File: config.mk
export PLATFORM = sky130hd
export DESIGN_NAME = result_packer
export DESIGN_NICKNAME = d
export VERILOG_FILES = /design/src/rtl/result_packer.sv
export SDC_FILE = /design/constraint.sdc
export NUM_CORES = 1
export LEC_CHECK = 0
export CORE_ASPECT_RATIO = 0.75
export CORE_MARGIN = 2
export CORE_UTILIZATION = 51
export DETAILED_ROUTE_END_ITERATION = 6
export PLACE_DENSITY = 0.77
export SYNTH_ARGS = -nofsm -noshare
export SYNTH_HDL_FRONTEND = slang
export SYNTH_SLANG_ARGS = --single-unit
File: constraint.sdc
create_clock -name clk -period 2.4 [get_ports clk]
set_clock_uncertainty 0.2 [all_clocks]
set_input_delay 0.72 -clock clk [delete_from_list [all_inputs] [get_ports clk]]
set_output_delay 0.72 -clock clk [all_outputs]
set_load 0.01 [all_outputs]
File: src/rtl/result_packer.sv
// result_packer: packs 40-bit CNN results into 256-bit host DMA words.
// Each word carries up to six results, a filled-slot count and the packet
// sequence number. The last word of each packet is flagged with tlast.
module result_packer #(
    parameter int RESULTS_PER_PACKET = 60,
    parameter int SLOTS              = 6
) (
    input  logic         clk,
    input  logic         ap_rst_n,
    input  logic         clear,
    input  logic         s_axis_tvalid,
    output logic         s_axis_tready,
    input  logic [39:0]  s_axis_tdata,
    output logic         m_axis_tvalid,
    input  logic         m_axis_tready,
    output logic [255:0] m_axis_tdata,
    output logic         m_axis_tlast,
    output logic [15:0]  packets_done
);

    localparam int              CW        = $clog2(RESULTS_PER_PACKET + 1);
    localparam logic [CW-1:0]   LAST_CNT  = CW'(RESULTS_PER_PACKET - 1);
    localparam logic [CW-1:0]   CNT_ONE   = CW'(1);
    localparam logic [2:0]      LAST_SLOT = 3'(SLOTS - 1);

    // Accumulator: slot k lives at bits [40k+39:40k], slot 0 is the earliest.
    logic [SLOTS-1:0][39:0] acc_q, acc_d, word_slots;
    logic [2:0]             slot_idx_q, slot_idx_d;
    logic [CW-1:0]          res_cnt_q, res_cnt_d;
    logic [255:0]           out_data_q, out_data_d;
    logic                   out_valid_q, out_valid_d;
    logic                   out_last_q, out_last_d;
    logic [7:0]             pkt_seq_q, pkt_seq_d;
    logic [15:0]            pkts_done_q, pkts_done_d;

    logic completing;
    logic last_beat;
    logic accept;
    logic drain;

    // Completion depends only on internal counters, never on the input handshake.
    always_comb begin
        last_beat  = (res_cnt_q == LAST_CNT);
        completing = (slot_idx_q == LAST_SLOT) || last_beat;
    end

    // Ready is low during reset and clear, and stalls only a completing beat
    // that would overwrite a word the consumer has not yet taken.
    always_comb begin
        s_axis_tready = ap_rst_n && !clear &&
                        (!completing || !out_valid_q || m_axis_tready);
        accept        = s_axis_tvalid && s_axis_tready;
        drain         = out_valid_q && m_axis_tready;
    end

    // Next-state logic for the accumulator, counters and the output register.
    always_comb begin
        // NOTE: every signal gets a default first so no path leaves it unassigned,
        // which would otherwise infer a latch.
        acc_d       = acc_q;
        slot_idx_d  = slot_idx_q;
        res_cnt_d   = res_cnt_q;
        out_data_d  = out_data_q;
        out_valid_d = out_valid_q;
        out_last_d  = out_last_q;
        pkt_seq_d   = pkt_seq_q;
        pkts_done_d = pkts_done_q;
        word_slots  = acc_q;

        if (drain) begin
            out_valid_d = 1'b0;
            if (out_last_q) begin
                pkt_seq_d   = pkt_seq_q + 8'd1;
                pkts_done_d = pkts_done_q + 16'd1;
            end
        end

        if (accept) begin
            if (completing) begin
                // The sequence field uses the post-drain value so a word that
                // starts a new packet in the same cycle the previous tlast word
                // leaves already carries the new number.
                word_slots[slot_idx_q] = s_axis_tdata;
                out_data_d  = {pkt_seq_d, ({5'd0, slot_idx_q} + 8'd1), word_slots};
                out_valid_d = 1'b1;
                out_last_d  = last_beat;
                acc_d       = '0;
                slot_idx_d  = 3'd0;
                res_cnt_d   = last_beat ? '0 : res_cnt_q + CNT_ONE;
            end else begin
                acc_d[slot_idx_q] = s_axis_tdata;
                slot_idx_d        = slot_idx_q + 3'd1;
                res_cnt_d         = res_cnt_q + CNT_ONE;
            end
        end

        // Clear overrides everything, including a word still being held.
        if (clear) begin
            acc_d       = '0;
            slot_idx_d  = 3'd0;
            res_cnt_d   = '0;
            out_data_d  = '0;
            out_valid_d = 1'b0;
            out_last_d  = 1'b0;
            pkt_seq_d   = 8'd0;
            pkts_done_d = 16'd0;
        end
    end

    // State registers with asynchronous reset.
    always_ff @(posedge clk or negedge ap_rst_n) begin
        if (!ap_rst_n) begin
            // NOTE: the accumulator is reset along with the control state because
            // unfilled slots must read zero and reset has to discard partial data.
            acc_q       <= '0;
            slot_idx_q  <= 3'd0;
            res_cnt_q   <= '0;
            out_data_q  <= '0;
            out_valid_q <= 1'b0;
            out_last_q  <= 1'b0;
            pkt_seq_q   <= 8'd0;
            pkts_done_q <= 16'd0;
        end else begin
            // NOTE: non-blocking assignments so every register samples the
            // pre-edge values computed by the combinational block.
            acc_q       <= acc_d;
            slot_idx_q  <= slot_idx_d;
            res_cnt_q   <= res_cnt_d;
            out_data_q  <= out_data_d;
            out_valid_q <= out_valid_d;
            out_last_q  <= out_last_d;
            pkt_seq_q   <= pkt_seq_d;
            pkts_done_q <= pkts_done_d;
        end
    end

    assign m_axis_tvalid = out_valid_q;
    assign m_axis_tdata  = out_data_q;
    assign m_axis_tlast  = out_last_q;
    assign packets_done  = pkts_done_q;

endmodule

# Yosys cells after proc, flatten, opt, wreduce, memory -nomap -nowiden
# Index checks and enable logic that the tools add are counted.
[totals]
reg_bits = 531
input_bits = 45
out_inout_bits = 275
[classes]
n_addsub = 5
magnitude_cmp = 2
eq_ne = 2
muxes = 29
n_reduce_logical = 17
[op_table]
columns = ["operator", "count"]
rows = [
  ["two-way mux 256 bit", 3],
  ["two-way mux 240 bit", 3],
  ["bitwise mux 240 bit", 1],
  ["demux 40 bit (select 3 bit)", 1],
  ["two-way mux 16 bit", 3],
  ["two-way mux 40 bit", 1],
  ["two-way mux 6 bit", 4],
  ["two-way mux 8 bit", 3],
  ["adder 16 x 1 -> 16 bit (second input constant)", 1],
  ["two-way mux 3 bit", 3],
  ["adder 8 x 1 -> 8 bit (second input constant)", 1],
  ["nonzero test 2 bit", 4],
  ["two-way mux 1 bit", 7],
  ["adder 6 x 1 -> 6 bit (second input constant)", 1],
  ["== test 6 bit (second input constant)", 1],
  ["logical AND 1 bit", 5],
  ["adder 3 x 1 -> 4 bit (second input constant)", 1],
  ["less-than comparator 3 x 4 -> 1 bit (second input constant)", 1],
  ["AND reduction 2 bit", 2],
  ["adder 3 x 1 -> 3 bit (second input constant)", 1],
  ["== test 3 bit (second input constant)", 1],
  [">= comparator 3 x 1 -> 1 bit (second input constant)", 1],
  ["zero test 1 bit", 3],
  ["logical OR 1 bit", 3],
]

# Depth between registers and ports, before layout
[logic_depth]
ltp_word = 9
ltp_mapped = 10

# Worst setup path after synthesis
# Ideal clock, no wire load.
[synth_path]
kind = "register to output"
start = "reg slot_idx_q[1]"
end = "out s_axis_tready"
t_arrival_ps = 1786
required_ps = 1480
slack_ps = -306
path_stages_with_launch = 9
n_path_buf = 3
cell_sequence = "dfrtp_1 buf_2 inv_1 ha_1 and2_1 a21oi_4 buf_2 buf_2 o211a_1"
[synth_via]
elab_chain_cells = 6
[synth_lines]
columns = ["item", "line", "source"]
rows = [
  ["start: declaration", "28", "logic [2:0] slot_idx_q, slot_idx_d;"],
  ["start signal: assignment", "127", "slot_idx_q <= slot_idx_d;"],
  ["== test 3 bit", "44", "completing = (slot_idx_q == LAST_SLOT) || last_beat;"],
  ["logical OR 1 bit", "44", ""],
  ["zero test 1 bit", "51", "(!completing || !out_valid_q || m_axis_tready);"],
  ["logical OR 1 bit (2 in series)", "51", ""],
  ["logical AND 1 bit", "50", "s_axis_tready = ap_rst_n && !clear &&"],
  ["end: declaration", "12", "output logic s_axis_tready,"],
]
# Every way passes these cells.

# Final worst setup path
[layout_path]
start = "reg res_cnt_q[0]"
end = "out s_axis_tready"
[layout_via]
elab_chain_cells = 6
[layout_lines]
columns = ["item", "line", "source"]
rows = [
  ["start: declaration", "29", "logic [CW-1:0] res_cnt_q, res_cnt_d;"],
  ["start signal: assignment", "128", "res_cnt_q <= res_cnt_d;"],
  ["== test 6 bit", "43", "last_beat = (res_cnt_q == LAST_CNT);"],
  ["logical OR 1 bit", "44", ""],
  ["zero test 1 bit", "51", ""],
  ["logical OR 1 bit (2 in series)", "51", ""],
  ["logical AND 1 bit", "50", ""],
]
# Every way passes these cells.

==> impl_metrics.py <==
metrics = {
    "status": {
        "status": "finished with violations",
        "violations": "negative setup slack",
    },
    "logic_synthesis": {
        "synthArstFlopShare_pct": 100,
        "synth_commonest_cells": "dfrtp_1 (527), a21oi_1 (223), and3_1 (161), a221o_1 (157), mux2i_1 (155)",
        "synthTopCellsByArea": "dfrtp_1 (51%), a221o_1 (6.1%), mux2i_1 (6.0%)",
        "synth_edf_count": 0,
        "ys_seq_area_share_pct": 51.4,
        "synth.cell_area_um2": 25700,
        "yosys.area.top_type": "dfrtp_1",
        "synth.avg_cell_area_um2": 10.3,
        "synth-main-ff-cell": "dfrtp_1",
        "netlist_instances": 2483,
        "synth.most_common_cell": "dfrtp_1",
        "synth_cell_type_count": 57,
        "ys_ff_latch": 527,
        "yosysWarnings": 0,
        "yosysTopAreaCellShare_pct": 51.4,
    },
    "placement": {
        "place_hpwl_um": 50200,
        "place.gp.congestion": 0.856,
        "io_buffers": 315,
        "pre_cts_slack_ns": -0.577,
        "placed_area_um2": 30400,
        "dp.cells": 3332,
    },
    "routing": {
        "drtIter0Drc": 2420,
        "vias": 22600,
        "drt_first_pass_iters": 5,
        "via_per_inst": 6.53,
        "detail-route-antenna-nets": 0,
        "drc": 0,
        "finalWirelength_um": 83200,
        "routedWlPerCell_um": 24.0,
    },
    "hold_path": {
        "hp-class": "in2async",
    },
    "final_layout": {
        "nets": 2810,
        "finalInstanceArea_um2": 32300,
        "area_growth_pct": 26.0,
        "fin_util_pct": 64.7,
        "fillers": 3823,
        "final_cell_count_no_fill": 3458,
        "seqCellArea_um2": 13200,
        "layout-drive-gt1-share_pct": 14.4,
        "multi_input_area_um2": 11000,
    },
    "floorplan": {
        "initial_core_util_pct": 51.4,
        "design.die.area_um2": 52100,
        "die_h_um": 198,
        "io_pins": 320,
        "fp.dieW_um": 263,
        "num_rows": 71,
        "core_um2": 49900,
    },
    "global_route": {
        "grt-ovfl-total": 0,
        "grt_use_total_pct": 30.7,
        "grt_pass1_vias": 22100,
        "grt_max_degree": 149,
        "grt_pass1_wl_um": 127000,
        "antenna_found_initial": 3,
    },
    "cts": {
        "clock_path_buffers": 3,
        "tritoncts": "yes",
        "cts_buffers": 52,
        "clkSlewWorstSetupHoldPaths_ns": 0.07,
        "clockRootBuffer": "clkbuf_16",
        "htreeDepth": 2,
        "clock_sinks": 527,
        "clock_latency_ns": 0.60,
    },
    "timing": {
        "setup-violations-final": 1,
        "slew_headroom_pct": 38.5,
        "drv_slew": 0,
        "max_freq_mhz": 372,
        "setup_ws_ns": -0.288,
        "period_share_pct": 112,
        "rsz0062_at_grt": "yes",
        "period_needed_ns": 2.69,
        "worstMarginPinSlew_ns": 0.922,
        "hold_violations": 0,
    },
    "worst_setup_path": {
        "arrival_ns": 1.77,
        "required_ns": 1.48,
        "cp_max_fo": 2,
        "setup.worst_path.class": "reg2out",
        "critPathLaunchType": "flop",
        "endpoint_kind": "primary output",
        "reg2reg_slack_ns": 0.02,
    },
    "pwr": {
        "p_clk_share_pct": 44.8,
        "netSwitchingPower_mw": 4.71,
        "pwr-share-comb_pct": 8.3,
        "peakVddDrop_uv": 483,
        "powerDensity_nw_per_um2": 595,
        "swShare_pct": 24.5,
        "power.total_mw": 19.2,
        "leakagePower_nw": 16.1,
        "internal-power_mw": 14.5,
        "seqPwrFrac_pct": 46.9,
    },
    "job": {
        "cap_violations": 0,
    },
}
==> registers in the layout, indices dropped and copies added (netlist names) <==
register,cells
m_axis_tlast,1
packets_done,16
slot_idx_q,3
res_cnt_q,6
m_axis_tdata,252
pkt_seq_q,8
acc_q,240
m_axis_tvalid,1
==> per-layer routing <==
layer,GRT usage [%],share of wire [%]
met5,0,0
met4,9.63,3.0
met3,6.07,9.4
met2,48.9,46
met1,42.7,42
==> layout by cell type, fill, tap and decap left out, drive strengths merged, types with 4 or more instances in the layout <==
cell type / netlist / final
nand3: 53 / 53
xnor2: 6 / 6
a21oi: 225 / 225
bufinv: 0 / 6
mux2i: 155 / 155
nand3b: 6 / 6
o21ai: 132 / 132
nor2: 108 / 108
nand4: 10 / 10
dlygate4sd2: 0 / 270
o31ai: 9 / 9
nor3: 87 / 87
a31o: 86 / 86
nand2: 56 / 56
dfrtp: 527 / 527
and2: 5 / 5
ha: 5 / 5
inv: 48 / 48
conb: 1 / 4
clkbuf: 142 / 78
clkdlybuf4s50: 0 / 42
a221o: 157 / 157
nor2b: 46 / 46
or3: 6 / 6
buf: 162 / 202
clkinvlp: 0 / 4
nand2b: 41 / 41
o211ai: 128 / 128
clkinv: 0 / 12
and3: 161 / 161
a211oi: 82 / 82
xor2: 10 / 10
or4: 5 / 5
==> layout make-up <==
type	instances	share of cell area (%)
Clock buffer	71	4.62
Multi-Input combinational cell	1607	34.2
Clock inverter	22	0.883
Sequential cell	527	40.8
Inverter	48	0.573
Antenna cell	2	0.0155
Tap cell	657	2.54
Timing Repair Buffer	524	16.4
==> repair_timing <==
item	CTS	global route
endpoints found under the setup margin	352	500
hold endpoints to repair	51	0
hold buffers	2	0
pin swaps	3	3
gates resized for setup	282	17
cloned	1	7
setup buffers	12	10
==> power groups by stage <==
| stage | logic [mW] | registers [mW] | clock network (mW) |
|---|---|---|---|
| floorplan | 0.753 | 9.16 | 0 |
| global placement | 1.48 | 9.17 | 0 |
| detailed placement | 1.52 | 9.17 | 0 |
| CTS | 1.54 | 9.01 | 8.69 |
| global route | 1.70 | 9.01 | 9.05 |
| finish | 1.60 | 9.01 | 8.61 |
==> worst max-delay path: stages (launching register included) <==
cell     delay [ns]
dfrtp_1        0.40
ha_2           0.19
and2_4         0.15
a21oi_4        0.16
o211a_1        0.15
buf_2          0.12
==> kinds of logic after synthesis <==
kind of cell	after synthesis	share of synthesized area [%]
AO/OA/AOI/OAI	831	23.0
XOR/XNOR	16	0.546
adder cells (fa/ha/maj)	5	0.244
buffers and inverters	352	6.22
flip-flops	527	51.4
multiplexers	156	6.09
other	1	0.0146
AND/OR/NAND/NOR	595	12.5
==> path summary, 6_finish.rpt <==
kind                               startpoint  depth (start not counted)                end
worst max-delay path             res_cnt_q[0]                          5      s_axis_tready
worst min-delay path                 ap_rst_n                          3          acc_q[86]
worst min register to register     acc_q[193]                          1         acc_q[193]
min in group clk                        clear                          2   m_axis_tdata[38]
max in group asynchronous            ap_rst_n                          5  m_axis_tdata[118]
worst max register to register  slot_idx_q[1]                          8          acc_q[28]
==> stage by stage <==
| stage | setup TNS (ns) | hold WS [ns] |
|---|---|---|
| floorplan | -0.0444 | 0.224 |
| global placement | -180.90 | 0.286 |
| detailed placement | -205.44 | 0.291 |
| CTS | -38.51 | 0.0570 |
| global route | -0.378 | 0.0782 |
| finish | -0.288 | 0.0628 |
(Power assumes the default switching activity.)
